### config.mk
export PLATFORM = sky130hd
export DESIGN_NAME = baseline_subtractor
export DESIGN_NICKNAME = d
export VERILOG_FILES = /design/src/rtl/baseline_subtractor_pkg.sv /design/src/rtl/baseline_subtractor_delay.sv /design/src/rtl/baseline_subtractor.sv
export SDC_FILE = /design/constraint.sdc
export NUM_CORES = 1
export LEC_CHECK = 0
export ABC_AREA = 1
export CAP_MARGIN = 0
export CORE_AREA = 2 2 110 112
export DETAILED_ROUTE_END_ITERATION = 10
export DIE_AREA = 0 0 112 114
export PLACE_DENSITY = 0.73
export SLEW_MARGIN = 15
export SYNTH_ARGS = -nofsm -noshare
export SYNTH_HDL_FRONTEND = slang
export SYNTH_HIERARCHICAL = 1
export SYNTH_SLANG_ARGS = --single-unit
### constraint.sdc
create_clock -name clk -period 2.9 [get_ports clk]
set_input_delay 0.58 -clock clk [delete_from_list [all_inputs] [get_ports clk]]
set_output_delay 0.58 -clock clk [all_outputs]
set_load 0.02 [all_outputs]
### src/rtl/baseline_subtractor_pkg.sv
// Shared encodings and saturation helper for the baseline restoration stage.
package baseline_subtractor_pkg;

  typedef logic [1:0] state_t;

  localparam state_t ST_IDLE = 2'd0;
  localparam state_t ST_WAIT = 2'd1;
  localparam state_t ST_RUN  = 2'd2;

  localparam logic signed [15:0] SAT_MAX = 16'sh7FFF;
  localparam logic signed [15:0] SAT_MIN = 16'sh8000;

  // A 17-bit difference overflows 16 bits exactly when its top two bits disagree.
  function automatic logic signed [15:0] sat16(input logic signed [16:0] v);
    if (v[16] != v[15]) begin
      return v[16] ? SAT_MIN : SAT_MAX;
    end
    return v[15:0];
  endfunction

endpackage

### src/rtl/baseline_subtractor_delay.sv
// Fixed-depth sample shift register that aligns x with the registered baseline.
module sample_delay_line #(
  parameter int WIDTH = 16,
  parameter int DEPTH = 4
) (
  input  logic             clk,
  input  logic             reset,
  input  logic             en,
  input  logic             clr,
  input  logic [WIDTH-1:0] din,
  output logic [WIDTH-1:0] dout
);

  genvar gi;
  generate
    for (gi = 0; gi < DEPTH; gi++) begin : g_stage
      logic [WIDTH-1:0] q_reg;
      logic [WIDTH-1:0] d_next;

      if (gi == 0) begin : g_head
        assign d_next = din;
      end else begin : g_tail
        assign d_next = g_stage[gi-1].q_reg;
      end

      always_ff @(posedge clk or negedge reset) begin
        if (!reset) begin
          q_reg <= '0;
        end else if (clr) begin
          q_reg <= '0;
        end else if (en) begin
          q_reg <= d_next;
        end
      end
    end
  endgenerate

  assign dout = g_stage[DEPTH-1].q_reg;

endmodule

### src/rtl/baseline_subtractor.sv
// Baseline restoration: delayed x minus baseline, saturated to 16 bits, with a
// held-off trigger on rising threshold crossings once the baseline has settled.
module baseline_subtractor
  import baseline_subtractor_pkg::*;
#(
  parameter int                 DELAY       = 4,
  parameter int                 SETTLE_LOG2 = 4,
  parameter logic signed [15:0] THRESH      = 16'sd200,
  parameter int                 HOLDOFF     = 8
) (
  input  logic               clk,
  input  logic               reset,
  input  logic               en,
  input  logic signed [15:0] x,
  input  logic signed [15:0] baseline,
  input  logic               baseline_valid,
  output logic signed [15:0] y,
  output logic               y_valid,
  output logic               trig,
  output logic [1:0]         state_o
);

  localparam logic [SETTLE_LOG2-1:0] SETTLE_LAST = '1;
  localparam logic [7:0]             HOLD_LOAD   = 8'(HOLDOFF);

  state_t                 state_reg, state_next;
  logic [SETTLE_LOG2-1:0] settle_reg, settle_next;
  logic [7:0]             hold_reg, hold_next;
  logic                   prev_above_reg, prev_above_next;
  logic signed [15:0]     y_reg, y_next;
  logic                   y_valid_reg;
  logic                   trig_reg, trig_next;
  logic signed [15:0]     xd;
  logic signed [15:0]     sat_diff;
  logic signed [16:0]     diff;
  logic                   run_next;
  logic                   above;

  sample_delay_line #(
    .WIDTH(16),
    .DEPTH(DELAY)
  ) u_delay (
    .clk  (clk),
    .reset(reset),
    .en   (en),
    .clr  (!en),
    .din  (x),
    .dout (xd)
  );

  always_comb begin
    state_next  = ST_IDLE;
    settle_next = '0;
    if (en) begin
      case (state_reg)
        ST_IDLE: state_next = ST_WAIT;
        ST_WAIT: begin
          state_next = ST_WAIT;
          if (baseline_valid) begin
            if (settle_reg == SETTLE_LAST) begin
              state_next = ST_RUN;
            end else begin
              settle_next = settle_reg + SETTLE_LOG2'(1);
            end
          end
        end
        ST_RUN:  state_next = baseline_valid ? ST_RUN : ST_WAIT;
        default: state_next = ST_IDLE;
      endcase
    end
  end

  assign diff     = {xd[15], xd} - {baseline[15], baseline};
  assign sat_diff = sat16(diff);
  assign above    = (sat_diff > THRESH);
  // Outputs are qualified by the state being entered, so a crossing that
  // coincides with leaving RUN never produces a trigger.
  assign run_next = (state_next == ST_RUN);

  always_comb begin
    y_next          = '0;
    trig_next       = 1'b0;
    prev_above_next = 1'b0;
    hold_next       = '0;
    if (run_next) begin
      y_next          = sat_diff;
      trig_next       = above && !prev_above_reg && (hold_reg == '0);
      prev_above_next = above;
      if (trig_next) begin
        hold_next = HOLD_LOAD;
      end else if (hold_reg != '0) begin
        hold_next = hold_reg - 8'd1;
      end
    end
  end

  always_ff @(posedge clk or negedge reset) begin
    if (!reset) begin
      state_reg      <= ST_IDLE;
      settle_reg     <= '0;
      hold_reg       <= '0;
      prev_above_reg <= 1'b0;
      y_reg          <= '0;
      y_valid_reg    <= 1'b0;
      trig_reg       <= 1'b0;
    end else begin
      state_reg      <= state_next;
      settle_reg     <= settle_next;
      hold_reg       <= hold_next;
      prev_above_reg <= prev_above_next;
      y_reg          <= y_next;
      y_valid_reg    <= run_next;
      trig_reg       <= trig_next;
    end
  end

  assign y       = y_reg;
  assign y_valid = y_valid_reg;
  assign trig    = trig_reg;
  assign state_o = state_reg;

endmodule

==> summary.txt <==
die height - 114 microns
Min-Delay Path Class - primary input to async pin
Setup Skew - 0.007280 ns
slack of the worst reg-to-reg path - -0.14 ns
clock network power share - 0.393
drt wl/cell - 13.73 microns
ys flop type - dfrtp_1
Worst Setup End Kind - register
top-count cell post-synth - nand2_1
Tot Pwr - 3.047 mW
Vias - 4,715
grt total ovfl - 0
Root Driver - clkbuf_16
failing checks - setup timing
row count - 40
Critical R2R Launch - u_delay/dout[2]
Async S/R FF share, synth - 1.000
Comb power frac - 0.150
I/O Buffers - 55
Clock transition at path regs - 0.07 ns
RR Endpoint - hold_reg[3]
post-synthesis cell count - 624
maxcap violations - 0
deepest clock path buffer count - 2
WP buf/inv - 3
DR vias/cell - 5.054
CP max-delay cell - dfrtp_1
largest net degree at the start of global routing - 68
Crit path max-delay family - simple AND/OR/NAND/NOR gates
cell internal pwr - 2.203 mW
vias in the first global route - 4,706
number of synthesized register bits - 97
initial antenna violation count - 0
NetSw - 843.8 uW
Worst Setup Start Kind - register
Yosys top cell by area - dfrtp_1
# diodes - 0
Synthesized Nets - 682
DR pass1 iterations - 7
Flop pwr share - 0.457
largest cells by area after synthesis - dfrtp_1 48%, nand2_1 14%, nand3_1 8.5%
fin nets - 839
setup TNS - -0.3872 ns
DRC viols - 0
YS warnings - 6
Reg2Reg Depth - 25
Worst VDD drop - 0.2615 mV
layout cells sized above 1 - 0.3219
die area - 12,770 sq um
Critical Path RT - 3.15 ns
f_max - 328.8 MHz
WS Path Type - register to register
EDFF count, synth - 0
Static Leakage - 3.889 nW
DP Worst Slack - -1.081 ns
Total Wirelength - 12,810 microns
initial DRC count - 266
RSZ-0062 raised after global routing - true
Final ANT Viol Nets - 0
All-Layer GR Usage - 0.1976
slowest stage delay, CP - 0.43 ns
slew of the pin with the lowest slew margin - 0.6857 ns
Worst-Skew Late Latency - 0.35 ns
Initial Util - 0.4324
Num CTS Buffers - 9
filler instances - 942
Period minus WS final - 3.042 ns
number of distinct library cells after synthesis - 34
max FFs per register - 48
post-synthesis cell area - 5064 sq um
final worst path period share - 1.049
Final Wtd Congestion - 0.8766
I/O Pins - 56
post-synthesis sequential area ratio - 0.4794
Final setup viols - 3
CP max FO - 6
Sink Count - 97
hold_buf cts - 0
hpwl dp - 8441 microns
Final Slew Violations - 0
Fin. Hold Viols - 0
CTS tree - yes
Sw Share - 0.2770
placed cell area - 6419 sq um
Core Area - 11,710 sq um
most frequent cells after synthesis - 193 x nand2_1, 97 x dfrtp_1, 86 x nand3_1
most frequent CP cell - nand2_2
Area Overhead vs Synth - 42.01%
setup ws final - -0.1418 ns
Worst EP arrival - 3.29 ns
global-route wire length before repair - 20,580 microns
H-tree levels - 3
pwr dens - 423.7 nW/um^2
status - finished, violations left
Rel. slew slack - 0.5429
Mapped Avg Cell Area - 8.115 sq um
cell area after layout - 7191 sq um
DIE WIDTH - 112 microns
share of the synthesized area in the top cell type - 0.4794
final hold slack - 0.2628 ns
==> cells by family (layout without fill, tap and decap cells) <==
family	Yosys count	in the layout	share of synthesized area
and+or+nand+nor	370	370	0.3232
adders and majority gates	22	22	0.05584
DFF	97	97	0.4794
buffers and inverters	88	250	0.08352
AOI/OAI and AO/OA	38	38	0.04250
xor gates and xnor gates	9	9	0.01557
==> worst max-delay path by stage <==
stage,depth (start not counted),slack [ns],startpoint,end
floorplan,26,-0.09,baseline[6],hold_reg[3]
global placement,27,-0.95,baseline[6],hold_reg[3]
global route,25,-0.28,u_delay/dout[4],hold_reg[3]
detailed placement,27,-1.08,baseline[6],hold_reg[3]
CTS,22,-0.20,u_delay/dout[8],hold_reg[3]
finish,25,-0.14,u_delay/dout[2],hold_reg[3]
==> timing repair <==
item / CTS / global route
setup buffers: 22 / 7
setup endpoints to repair: 18 / 18
pin swaps: 36 / 30
gates resized for setup: 66 / 37
endpoints found under the hold margin: 0 / 0
==> cells in the final DEF (no fill, tap or decap), types with 5 or more instances in the layout <==
cell	count
buf_4	107
inv_2	20
dfrtp_1	97
ha_4	14
nor3_2	5
inv_1	41
nand2_2	37
nand3_2	8
clkdlybuf4s50_1	40
nor2_1	42
clkbuf_16	9
nand3_1	82
nor2_2	5
dlygate4sd2_1	6
nand2_1	173
a21oi_1	18
ha_1	6
buf_6	5
a21oi_2	8
==> metal layers <==
layer,global-route usage,share of wire,wire length [microns]
met2,0.3640,0.52,6611
met1,0.2261,0.40,5072
met4,0.09187,0.040,509
met3,0.03082,0.048,614
met5,0,0,0
==> layout make-up <==
type                       instances  area [sq um]  area share
timing repair buffer             169          1426      0.1984
tap                              147         183.9     0.02558
multi-input combinational        439          2584      0.3593
sequential                        97          2427      0.3376
clock inverter                     7         80.08     0.01114
inverter                          65         264.0     0.03671
clock buffer                       9         225.2     0.03132
==> worst register-to-register path, stage by stage, from the launching register on <==
cell     delay, ns
dfrtp_1       0.43
ha_4          0.25
nand2_2       0.07
nand2_2       0.06
nand2_2       0.07
nand2_4       0.07
a21oi_4       0.14
inv_2         0.07
nand3_2       0.09
nand2_2       0.06
nand2_2       0.08
nand2_2       0.07
a21oi_4       0.15
xor2_2        0.19
inv_2         0.06
ha_4          0.34
buf_6         0.15
nor2_4        0.04
nor2_1        0.10
nand3_1       0.08
nand2_1       0.07
nand2_1       0.05
nand2_1       0.08
nand2_2       0.06
nand3_2       0.07
nand2_1       0.05
==> through the flow <==
stage	utilization	instances
floorplan	-	624
global placement	0.5481	889
detailed placement	0.5481	889
CTS	0.5984	926
global route	0.6140	933
finish	0.6140	933
==> power by group through the flow <==
stage	Combinational, mW	Sequential [mW]	Clock [mW]
after floorplan	0.210	1.42	0
after global placement	0.383	1.42	0
after detailed placement	0.395	1.42	0
after CTS	0.430	1.39	1.22
after global routing	0.498	1.40	1.28
final	0.456	1.39	1.20
Power figures use the tool's default switching activity.
